==> src/rtl/roundrobin_pkg.sv <==
// Shared types and constants for the weighted round-robin VC scheduler.
package roundrobin_pkg;

    typedef logic [1:0] vc_idx_t;
    typedef logic [3:0] data_t;

    localparam vc_idx_t VCHANEL0 = 2'b00;
    localparam vc_idx_t VCHANEL1 = 2'b01;
    localparam vc_idx_t VCHANEL2 = 2'b10;
    localparam vc_idx_t VCHANEL3 = 2'b11;

    localparam data_t   INACTIVE = 4'b0000;

    localparam int unsigned NUM_VC = 4;

    // Cyclic channel index arithmetic; wraps naturally at 2 bits.
    function automatic vc_idx_t vc_add(input vc_idx_t base, input vc_idx_t off);
        return vc_idx_t'(base + off);
    endfunction

endpackage

==> src/rtl/rr_next_ch.sv <==
// Rotating priority finder: first non-empty channel after start_i, with
// start_i itself searched last.
module rr_next_ch
    import roundrobin_pkg::*;
(
    input  logic [3:0] empty_i,
    input  vc_idx_t    start_i,
    output vc_idx_t    next_o,
    output logic       found_o
);

    // Walk offsets from lowest priority (4 == start itself) to highest (1)
    // so the highest-priority hit is the one that sticks.
    always_comb begin
        next_o  = start_i;
        found_o = 1'b0;
        for (int unsigned off = NUM_VC; off >= 1; off--) begin
            if (!empty_i[vc_add(start_i, vc_idx_t'(off))]) begin
                next_o  = vc_add(start_i, vc_idx_t'(off));
                found_o = 1'b1;
            end
        end
    end

endmodule

==> src/rtl/roundrobin.sv <==
// Weighted round-robin scheduler draining four first-word-fall-through VC
// FIFOs into one registered 4-bit output stream.
module roundrobin
    import roundrobin_pkg::*;
#(
    parameter int unsigned WEIGHT0 = 4,
    parameter int unsigned WEIGHT1 = 3,
    parameter int unsigned WEIGHT2 = 2,
    parameter int unsigned WEIGHT3 = 1
) (
    input  logic       clk,
    input  logic       rst,
    input  logic       enb,
    input  logic [3:0] out_vchanel0,
    input  logic [3:0] out_vchanel1,
    input  logic [3:0] out_vchanel2,
    input  logic [3:0] out_vchanel3,
    input  logic       empty_vchanel0,
    input  logic       empty_vchanel1,
    input  logic       empty_vchanel2,
    input  logic       empty_vchanel3,
    output logic       pop_vchanel0,
    output logic       pop_vchanel1,
    output logic       pop_vchanel2,
    output logic       pop_vchanel3,
    output logic [3:0] out_wgthd_rndrobin,
    output logic       valid_out,
    output logic [1:0] arbiter
);

    generate
        if (WEIGHT0 < 1 || WEIGHT0 > 15 || WEIGHT1 < 1 || WEIGHT1 > 15 ||
            WEIGHT2 < 1 || WEIGHT2 > 15 || WEIGHT3 < 1 || WEIGHT3 > 15) begin : g_bad_weight
            $fatal(1, "roundrobin: every WEIGHTn must be in 1..15");
        end
    endgenerate

    localparam logic [3:0] W0 = 4'(WEIGHT0);
    localparam logic [3:0] W1 = 4'(WEIGHT1);
    localparam logic [3:0] W2 = 4'(WEIGHT2);
    localparam logic [3:0] W3 = 4'(WEIGHT3);

    data_t      head [NUM_VC];
    logic [3:0] empty_v;

    assign head[0] = out_vchanel0;
    assign head[1] = out_vchanel1;
    assign head[2] = out_vchanel2;
    assign head[3] = out_vchanel3;
    assign empty_v = {empty_vchanel3, empty_vchanel2, empty_vchanel1, empty_vchanel0};

    vc_idx_t    cur_q, cur_d;
    logic [3:0] credit_q, credit_d;
    data_t      out_q, out_d;
    vc_idx_t    arb_q, arb_d;
    logic       valid_q, valid_d;

    logic [3:0] cur_weight;
    vc_idx_t    nxt_ch;
    logic       nxt_found;
    logic       cont;
    logic       grant;
    vc_idx_t    gnt_ch;

    rr_next_ch u_next_ch (
        .empty_i (empty_v),
        .start_i (cur_q),
        .next_o  (nxt_ch),
        .found_o (nxt_found)
    );

    always_comb begin
        cur_weight = W0;
        case (cur_q)
            VCHANEL0: cur_weight = W0;
            VCHANEL1: cur_weight = W1;
            VCHANEL2: cur_weight = W2;
            VCHANEL3: cur_weight = W3;
            default:  cur_weight = W0;
        endcase
    end

    // Pops are gated by rst as well so nothing drains while reset is held.
    assign cont   = rst && enb && !empty_v[cur_q] && (credit_q < cur_weight);
    assign grant  = rst && enb && (cont || nxt_found);
    assign gnt_ch = cont ? cur_q : nxt_ch;

    always_comb begin
        cur_d        = cur_q;
        credit_d     = credit_q;
        out_d        = out_q;
        arb_d        = arb_q;
        valid_d      = 1'b0;
        pop_vchanel0 = 1'b0;
        pop_vchanel1 = 1'b0;
        pop_vchanel2 = 1'b0;
        pop_vchanel3 = 1'b0;
        if (grant) begin
            case (gnt_ch)
                VCHANEL0: pop_vchanel0 = 1'b1;
                VCHANEL1: pop_vchanel1 = 1'b1;
                VCHANEL2: pop_vchanel2 = 1'b1;
                VCHANEL3: pop_vchanel3 = 1'b1;
                default:  pop_vchanel0 = 1'b0;
            endcase
            out_d    = head[gnt_ch];
            arb_d    = gnt_ch;
            valid_d  = 1'b1;
            cur_d    = gnt_ch;
            credit_d = cont ? credit_q + 4'd1 : 4'd1;
        end
    end

    always_ff @(posedge clk or negedge rst) begin
        if (!rst) begin
            cur_q    <= VCHANEL0;
            credit_q <= '0;
            out_q    <= INACTIVE;
            arb_q    <= VCHANEL0;
            valid_q  <= 1'b0;
        end else begin
            cur_q    <= cur_d;
            credit_q <= credit_d;
            out_q    <= out_d;
            arb_q    <= arb_d;
            valid_q  <= valid_d;
        end
    end

    assign out_wgthd_rndrobin = out_q;
    assign arbiter            = arb_q;
    assign valid_out          = valid_q;

endmodule

==> config.mk <==
export PLATFORM = sky130hd
export DESIGN_NAME = roundrobin
export DESIGN_NICKNAME = d
export VERILOG_FILES = /design/src/rtl/roundrobin_pkg.sv /design/src/rtl/rr_next_ch.sv /design/src/rtl/roundrobin.sv
export SDC_FILE = /design/constraint.sdc
export NUM_CORES = 1
export LEC_CHECK = 0
export CORE_MARGIN = 2
export CORE_UTILIZATION = 40
export CTS_BUF_LIST = sky130_fd_sc_hd__clkbuf_2 sky130_fd_sc_hd__clkbuf_4 sky130_fd_sc_hd__clkbuf_8
export CTS_CLUSTER_DIAMETER = 100
export DETAILED_ROUTE_END_ITERATION = 8
export PLACE_DENSITY = 0.69
export SETUP_SLACK_MARGIN = 0.3
export SLEW_MARGIN = 0
export SYNTH_ARGS = -nofsm -noshare
export SYNTH_HDL_FRONTEND = slang
export SYNTH_SLANG_ARGS = --single-unit
==> constraint.sdc <==
create_clock -name clk -period 4.2 [get_ports clk]
set_input_delay 0.42 -clock clk [delete_from_list [all_inputs] [get_ports clk]]
set_output_delay 0.42 -clock clk [all_outputs]
set_load 0.02 [all_outputs]
**After elaboration in Yosys (flattened, before gate mapping)**

Cells that the tools add are included.

- Register bits: 11
- Output and inout bits: 11
- Word-level logic and storage cells: 59
- Bits of input ports: 23

- Bitwise operators: 1
- Order comparisons: 6
- Add/subtract/negate cells: 4
- Muxes and demuxes: 30
- Reduce and logical (&&, ||, !) cells: 8
- Eq/ne operators: 6

Operators by type and width:

| operator | count |
|---|---|
| $mux W1 | 17 |
| $pmux W4 S4 | 1 |
| $lt A2 B3 Y1 const B | 4 |
| $mux W4 | 3 |
| $bmux W1 S2 | 4 |
| $bmux W4 S2 | 1 |
| $eq A2 B2 Y1 const B | 4 |
| $mux W2 | 4 |
| $add A2 B2 Y2 const B | 2 |
| $add A4 B1 Y4 const B | 1 |
| $eq A2 B1 Y1 const B | 2 |
| $logic_and A1 B1 Y1 | 4 |
| $logic_not A2 Y1 | 2 |
| $lt A4 B4 Y1 | 1 |
| $ge A3 B3 Y1 const B | 1 |
| $not A2 Y3 | 1 |
| $add A2 B1 Y2 const B | 1 |
| $logic_not A1 Y1 | 1 |
| $logic_or A1 B1 Y1 | 1 |

**Logic depth before layout (Yosys ltp)**

Gate-level depths: netlist of the first run.

- Word-level depth: 11
- Mapped depth: 13
- Gate-level depth less buffers: 10

**By module**

A second synthesis of the first run with hierarchy kept.

- Cells, all modules: 96
- Area, all modules: 924.6 sq um

Modules (own cells, without submodules):

| module | instances | area each (sq um) | cells an instance | sequential area each (sq um) |
|---|---|---|---|---|
| roundrobin | 1 | 847.1 | 82 | 275.3 |
| rr_next_ch | 1 | 77.6 | 14 | 0.0 |

**Worst setup path after synthesis of the first run**

Ideal clock, no wire load.

- Kind: reg2out
- From: register, netlist name arbiter[1]
- To: output pop_vchanel0
- Path buffers: 3
- Required time: 3,780 ps
- Cell stages (with the launch flop): 14
- Arrival: 3,103 ps
- Setup slack: 677 ps
- Cells stage by stage: dfrtp_1 -> buf_6 -> inv_1 -> ha_1 -> buf_2 -> inv_1 -> ha_1 -> or3_1 -> o221ai_2 -> nand3_1 -> buf_2 -> mux2i_1 -> nand2_1 -> nor2_1

RTL lines:

| item | RTL line | text |
|---|---|---|
| end: declaration | roundrobin.sv:22 | `output logic pop_vchanel0,` |

==> impl_metrics.py, run 1 <==
metrics = {
    "status": {
        "status": "finished clean",
    },
    "die": {
        "die_y_um": 60.9,
        "start_util_pct": 42.1,
        "core-area_mm2": 0.00308,
        "ios": 34,
        "rows": 20,
        "die_area_mm2": 0.00371,
        "fp.dieW_um": 60.9,
    },
    "layout": {
        "syn_to_final_growth_pct": 31.0,
        "fin_area_mm2": 0.00170,
        "diodes": 0,
        "drive_gt1_share_pct": 16.2,
        "multi_input_comb_area_um2": 923,
        "nNetsFinal": 209,
        "register_area_um2": 275,
        "fillers": 301,
    },
    "yosys": {
        "syn-cell-area_mm2": 0.00129,
        "synth_flop_cell": "dfrtp_1",
        "synth-edff-count": 0,
        "post-synth-top-area-fraction_pct": 21.3,
        "syn_inst": 147,
        "syn_area_per_cell_um2": 8.81,
        "async_reset_ff_share_pct": 100,
        "synth-seq-cells": 11,
        "synth_warnings": 0,
        "synth_fp_nets": 176,
        "yosysTopAreaCell": "dfrtp_1",
        "synth_area_leaders": "dfrtp_1, mux2i_1, ha_1",
        "ys_types": 53,
        "yosysSeqAreaShare_pct": 21.3,
    },
    "detailed_routing": {
        "first_pass_iters": 4,
        "routedWlPerCell_um": 15.2,
        "routed_wl_mm": 3.39,
        "drt_iter0_drc": 58,
        "drc": 0,
        "viasPerCell": 5.58,
        "vias": 1244,
        "antenna_left": 0,
    },
    "pwr": {
        "max-vdd-ir-drop_v": 0.000306,
        "power_density_mw_per_mm2": 709,
        "finalPower_mw": 1.20,
        "p_leak_nw": 0.729,
    },
    "sta": {
        "rsz0062_at_grt": "yes",
        "hold_viol": 0,
        "slew_headroom_pct": 65.2,
        "setup_viol": 0,
        "finClkSkew_ns": 0.00763,
        "fmax_ghz": 0.270,
        "worst_hold_slack_ns": 0.476,
        "setup_tns_ns": 0,
        "fin_crit_ns": 3.70,
        "worst_pin_slew_ns": 0.519,
        "period_share_pct": 88.2,
        "maxSlewViolCount": 0,
    },
    "clock_tree": {
        "clk_latency_ns": 0.28,
        "path_clk_slew_ns": 0.08,
        "cts_max_path_buffers": 2,
        "cts_buffers": 3,
        "h-tree-depth": 1,
        "cts_sinks": 11,
        "cts_root_buf": "clkbuf_4",
        "hold_buffers": 0,
        "cts_tree": "done",
    },
    "worst_setup_path": {
        "worst_setup_path_start_kind": "flip-flop",
        "crit_type": "flip-flop to output port",
        "ff2ff_setup_slack_ns": 1.37,
        "worstRegToRegCells": 10,
        "worstSetupEndpointType": "output port",
        "crit_arrival_ns": 3.28,
        "path_max_fanout": 9,
        "worstPathRequired_ns": 3.78,
    },
    "global_routing": {
        "grt_pass1_vias": 1158,
        "grt_pass1_wl_mm": 5.51,
        "antenna_found_initial": 0,
        "grt-ovfl-total": 0,
        "gr-usage-all-layers_pct": 19.8,
        "grt_max_degree": 28,
    },
    "place": {
        "place_hpwl_mm": 2.62,
        "placed_area_mm2": 0.00162,
        "io_buffers": 33,
        "gp_congestion": 0.819,
    },
    "hold_path": {
        "hold_path_class": "primary input to async pin",
    },
    "run": {
        "drv_cap": 0,
    },
}
[power breakdown]
group | internal [mW] | switching [mW] | total [mW]
combinational | 0.424 | 0.517 | 0.941
clock | 0.0433 | 0.0394 | 0.0826
sequential | 0.148 | 0.0314 | 0.180
[synthesized netlist by cell type (3+ instances only)]
library cell,count
mux2i_1,11
mux2_2,5
nor2_1,7
buf_6,4
ha_1,6
a21oi_1,5
buf_2,3
o221ai_1,3
nand3_1,7
dfrtp_1,11
a211oi_1,3
o211ai_1,3
nand2_1,15
o21ai_0,6
inv_1,6
[sequential cells by signal, summed over array words and instances, names as in the netlist]
signal	flops
arbiter	2
credit_q	4
out_wgthd_rndrobin	4
valid_out	1
[cell type report]
cell class	count	area share [%]
Timing Repair Buffer	39	22.4
Inverter	8	1.92
Clock buffer	4	1.77
Tap cell	44	3.24
Multi-Input combinational cell	117	54.4
Sequential cell	11	16.2
[worst paths after layout]
kind | startpoint | endpoint
max | arbiter[0]$_DFFE_PN0P_ | pop_vchanel0
min | rst | out_wgthd_rndrobin[3]$_DFFE_PN0P_
max reg2reg | arbiter[0]$_DFFE_PN0P_ | out_wgthd_rndrobin[1]$_DFFE_PN0P_
min reg2reg | out_wgthd_rndrobin[3]$_DFFE_PN0P_ | out_wgthd_rndrobin[3]$_DFFE_PN0P_
max in group asynchronous | rst | credit_q[2]$_DFFE_PN0P_
min in group clk | out_wgthd_rndrobin[3]$_DFFE_PN0P_ | out_wgthd_rndrobin[3]$_DFFE_PN0P_
[what timing repair did]
item,CTS,global route
setup buffers,0,2
pin swaps,0,1
endpoints found under the setup margin,4,4
gates resized for setup,1,6
[routing by layer]
metal	vias to the layer above	share of wire, %	GRT usage [%]
li1	623	-	-
met1	592	47	27.5
met2	27	49	32.1
met3	2	2.7	3.20
met4	0	0.62	4.97
met5	-	0	0
[logic make-up after synthesis]
family	Yosys count	share of synthesized area [%]
simple gates	49	20.4
compound gates	43	26.5
mux	18	15.7
buf+inv	19	9.66
flops	11	21.3
xor+xnor	1	0.676
fa+ha+maj	6	5.80
[cells in the final DEF (no fill, tap or decap), types with 2 or more instances in the layout]
cell type	instances
ha_1	6
dfrtp_1	11
inv_1	6
nor2_1	7
o21ai_0	6
nor3_1	2
clkdlybuf4s50_1	31
or3_1	2
mux2_4	2
a211oi_1	3
o21ai_1	2
o221ai_1	3
a2111oi_0	2
o221ai_2	2
a211o_1	2
o31ai_1	2
clkbuf_4	4
nand2b_1	2
buf_4	6
a221oi_1	2
mux2_2	4
and3_1	2
nand3_1	6
a21oi_1	5
mux2i_1	10
o211ai_1	3
nand2_1	15
o21bai_1	2
dlymetal6s2s_1	2
nor3b_1	2
nor2b_1	2
[through the flow]
step | util [%] | instances | worst slack, ns
floorplan | - | 147 | 0.677
global placement | 52.6 | 217 | 0.621
detailed placement | 52.6 | 217 | 0.519
CTS | 53.7 | 221 | 0.337
global route | 55.1 | 223 | 0.263
finish | 55.1 | 223 | 0.497
[critical path: stages (launching register included)]
cell,delay [ns]
dfrtp_1,0.40
inv_4,0.08
ha_1,0.30
inv_1,0.10
ha_1,0.21
or3_1,0.38
o221ai_2,0.22
nand3_4,0.19
a211o_4,0.41
nor2_1,0.11
clkdlybuf4s50_1,0.60
Power figures use the tool's default switching activity.
==> run 2: changes to the inputs <==
--- a/config.mk
+++ b/config.mk
@@ -5,6 +5,7 @@
 export SDC_FILE = /design/constraint.sdc
 export NUM_CORES = 1
 export LEC_CHECK = 0
+export CORE_ASPECT_RATIO = 2
 export CORE_MARGIN = 2
 export CORE_UTILIZATION = 40
 export CTS_BUF_LIST = sky130_fd_sc_hd__clkbuf_2 sky130_fd_sc_hd__clkbuf_4 sky130_fd_sc_hd__clkbuf_8
==> constraint.sdc (replaced) <==
create_clock -name clk -period 4.7 [get_ports clk]
set_input_delay 0.47 -clock clk [delete_from_list [all_inputs] [get_ports clk]]
set_output_delay 0.47 -clock clk [all_outputs]
set_load 0.02 [all_outputs]
==> run 2 against run 1 <==
Net effect:
- first-iteration DRC count fell by 17%
- clock skew decreased by 0.0035 ns
- core utilization decreased by 1.9 points
- sequential cell count stayed put
- combinational power fell by 14%
- largest cell class unchanged
- largest power group unchanged
==> impl_metrics.py, run 2 (same netlist as run 1, synthesis figures left out) <==
metrics = {
    "worst_setup_path": {
        "cp_cell_sequence": "inv_1 -> ha_1 -> inv_1 -> ha_1 -> or3_1 -> o221ai_2 -> nand3_2 -> mux2_2 -> nand2_1 -> nor2_1 -> clkdlybuf4s50_1",
        "r2r_end": "out_wgthd_rndrobin[0]$_DFFE_PN0P_",
        "max_stage_delay_ns": 0.60,
        "worstSetupEndpointType": "output port",
        "path_max_fanout": 12,
        "crit_family": "simple AND/OR/NAND/NOR gates",
        "ff2ff_setup_slack_ns": 1.55,
        "worstRegToRegCells": 10,
        "cp.depth": 11,
        "crit_type": "flip-flop to output port",
        "worstPathRequired_ns": 4.23,
        "crit_arrival_ns": 3.53,
        "worst_setup_path_start_kind": "flip-flop",
        "cp_num_buf_inv": 3,
        "cpMaxStageDelayCell": "clkdlybuf4s50_1",
        "reg2reg_from": "arbiter[1]$_DFFE_PN0P_",
    },
    "place": {
        "io_buffers": 33,
        "place_hpwl_mm": 2.86,
        "gp_congestion": 0.855,
        "place_inst": 203,
        "post-place-ws_ns": 0.518,
    },
    "clock_tree": {
        "clk_latency_ns": 0.25,
        "path_clk_slew_ns": 0.06,
        "cts_max_path_buffers": 2,
        "cts_tree": "done",
        "cts_root_buf": "clkbuf_8",
        "cts_sinks": 11,
        "cts_buffers": 3,
        "h-tree-depth": 1,
        "hold_buffers": 0,
    },
    "layout": {
        "syn_to_final_growth_pct": 28.3,
        "diodes": 0,
        "layout_common_cells": "clkdlybuf4s50_1, nand2_1, mux2i_1",
        "fillers": 299,
        "final_common_cell": "clkdlybuf4s50_1",
        "drive_gt1_share_pct": 15.7,
        "layout.cells.non_filler": 209,
        "nNetsFinal": 208,
    },
    "sta": {
        "finClkSkew_ns": 0.00409,
        "setup_tns_ns": 0,
        "maxSlewViolCount": 0,
        "setup_ws_ns": 0.697,
        "worst_hold_slack_ns": 0.491,
        "rsz0062_at_grt": "no",
        "fmax_ghz": 0.250,
        "hold_viol": 0,
        "setup_viol": 0,
        "slew_headroom_pct": 63.0,
        "period_share_pct": 85.2,
        "fin_crit_ns": 4.00,
        "worst_pin_slew_ns": 0.552,
    },
    "global_routing": {
        "grt_pass1_vias": 1323,
        "gr-usage-all-layers_pct": 21.0,
        "antenna_found_initial": 0,
        "grt_max_degree": 28,
        "grt_pass1_wl_mm": 5.98,
        "grt-ovfl-total": 0,
    },
    "detailed_routing": {
        "viasPerCell": 6.21,
        "routed-wl-met2_mm": 2.02,
        "antenna_left": 0,
        "top_layer": "met4",
        "routedWlPerCell_um": 17.3,
        "drc": 0,
        "vias": 1297,
        "routed_wl_mm": 3.63,
        "wl_met1_mm": 1.32,
        "drt_iter0_drc": 48,
        "first_pass_iters": 4,
        "met3_length_um": 150,
    },
    "hold_path": {
        "hold_path_class": "flip-flop to flip-flop",
        "hold_depth": 2,
        "hp-start": "out_wgthd_rndrobin[2]$_DFFE_PN0P_",
        "holdPathEnd": "out_wgthd_rndrobin[2]$_DFFE_PN0P_",
    },
    "status": {
        "status": "finished clean",
    },
    "pwr": {
        "power_density_mw_per_mm2": 651,
        "p_leak_nw": 0.693,
        "finalPower_mw": 1.08,
        "max-vdd-ir-drop_v": 0.000300,
    },
    "die": {
        "fp.dieW_um": 44.2,
        "die_area_mm2": 0.00374,
        "core-area_mm2": 0.00312,
        "rows": 29,
        "die_y_um": 84.5,
        "ios": 34,
        "start_util_pct": 41.5,
    },
    "run": {
        "drv_cap": 0,
    },
}
run 2: stage by stage:
stage,utilization (%),instance area [um^2]
global placement,51.1,1590
detailed placement,51.1,1590
global route,53.2,1660
CTS,52.6,1640
finish,53.2,1660
floorplan,-,1290
run 2: layout make-up:
cell class / instances / area (um^2) / area share, %
sequential: 11 / 277 / 16.6
inverter: 8 / 32.5 / 1.96
clock buffer: 3 / 41.3 / 2.48
clock inverter: 1 / 5.00 / 0.301
tap: 31 / 38.8 / 2.33
timing repair buffer: 38 / 368 / 22.1
multi-input combinational: 117 / 900 / 54.1
run 2: how the worst max path moves through the flow:
stage,slack [ns],end,from
final,0.70,pop_vchanel2,arbiter[1]$_DFFE_PN0P_
after global routing,0.45,pop_vchanel0,arbiter[1]$_DFFE_PN0P_
after CTS,0.43,pop_vchanel2,arbiter[1]$_DFFE_PN0P_
after detailed placement,0.52,pop_vchanel2,arbiter[1]$_DFFE_PN0P_
after global placement,0.66,pop_vchanel2,arbiter[1]$_DFFE_PN0P_
after floorplan,1.13,pop_vchanel0,arbiter[1]$_DFFE_PN0P_
run 2: per-layer routing:
metal | vias up | track usage [%]
met5 | - | 0
met2 | 41 | 39.4
li1 | 619 | -
met3 | 12 | 2.58
met4 | 0 | 11.0
met1 | 625 | 20.6
run 2: repair_timing:
item                                    4_1_cts  5_1_grt
gates cloned                                  0        0
endpoints found under the setup margin        4        4
pin swaps                                     0        0
gates resized for setup                       1        1
setup buffers                                 0        2
run 2: tightest hold or removal path: stages (launching register included):
cell and delay [ns]:
dfrtp_1 0.34, nand2_1 0.07, o221ai_2 0.05
run 2: power by group:
| part | switching, mW | internal, mW | total (mW) | leakage (nW) |
|---|---|---|---|---|
| logic | 0.447 | 0.363 | 0.810 | 0.530 |
| registers | 0.0384 | 0.134 | 0.172 | 0.138 |
| clock network | 0.0408 | 0.0586 | 0.0994 | 0.0255 |
| total | 0.527 | 0.555 | 1.08 | 0.693 |
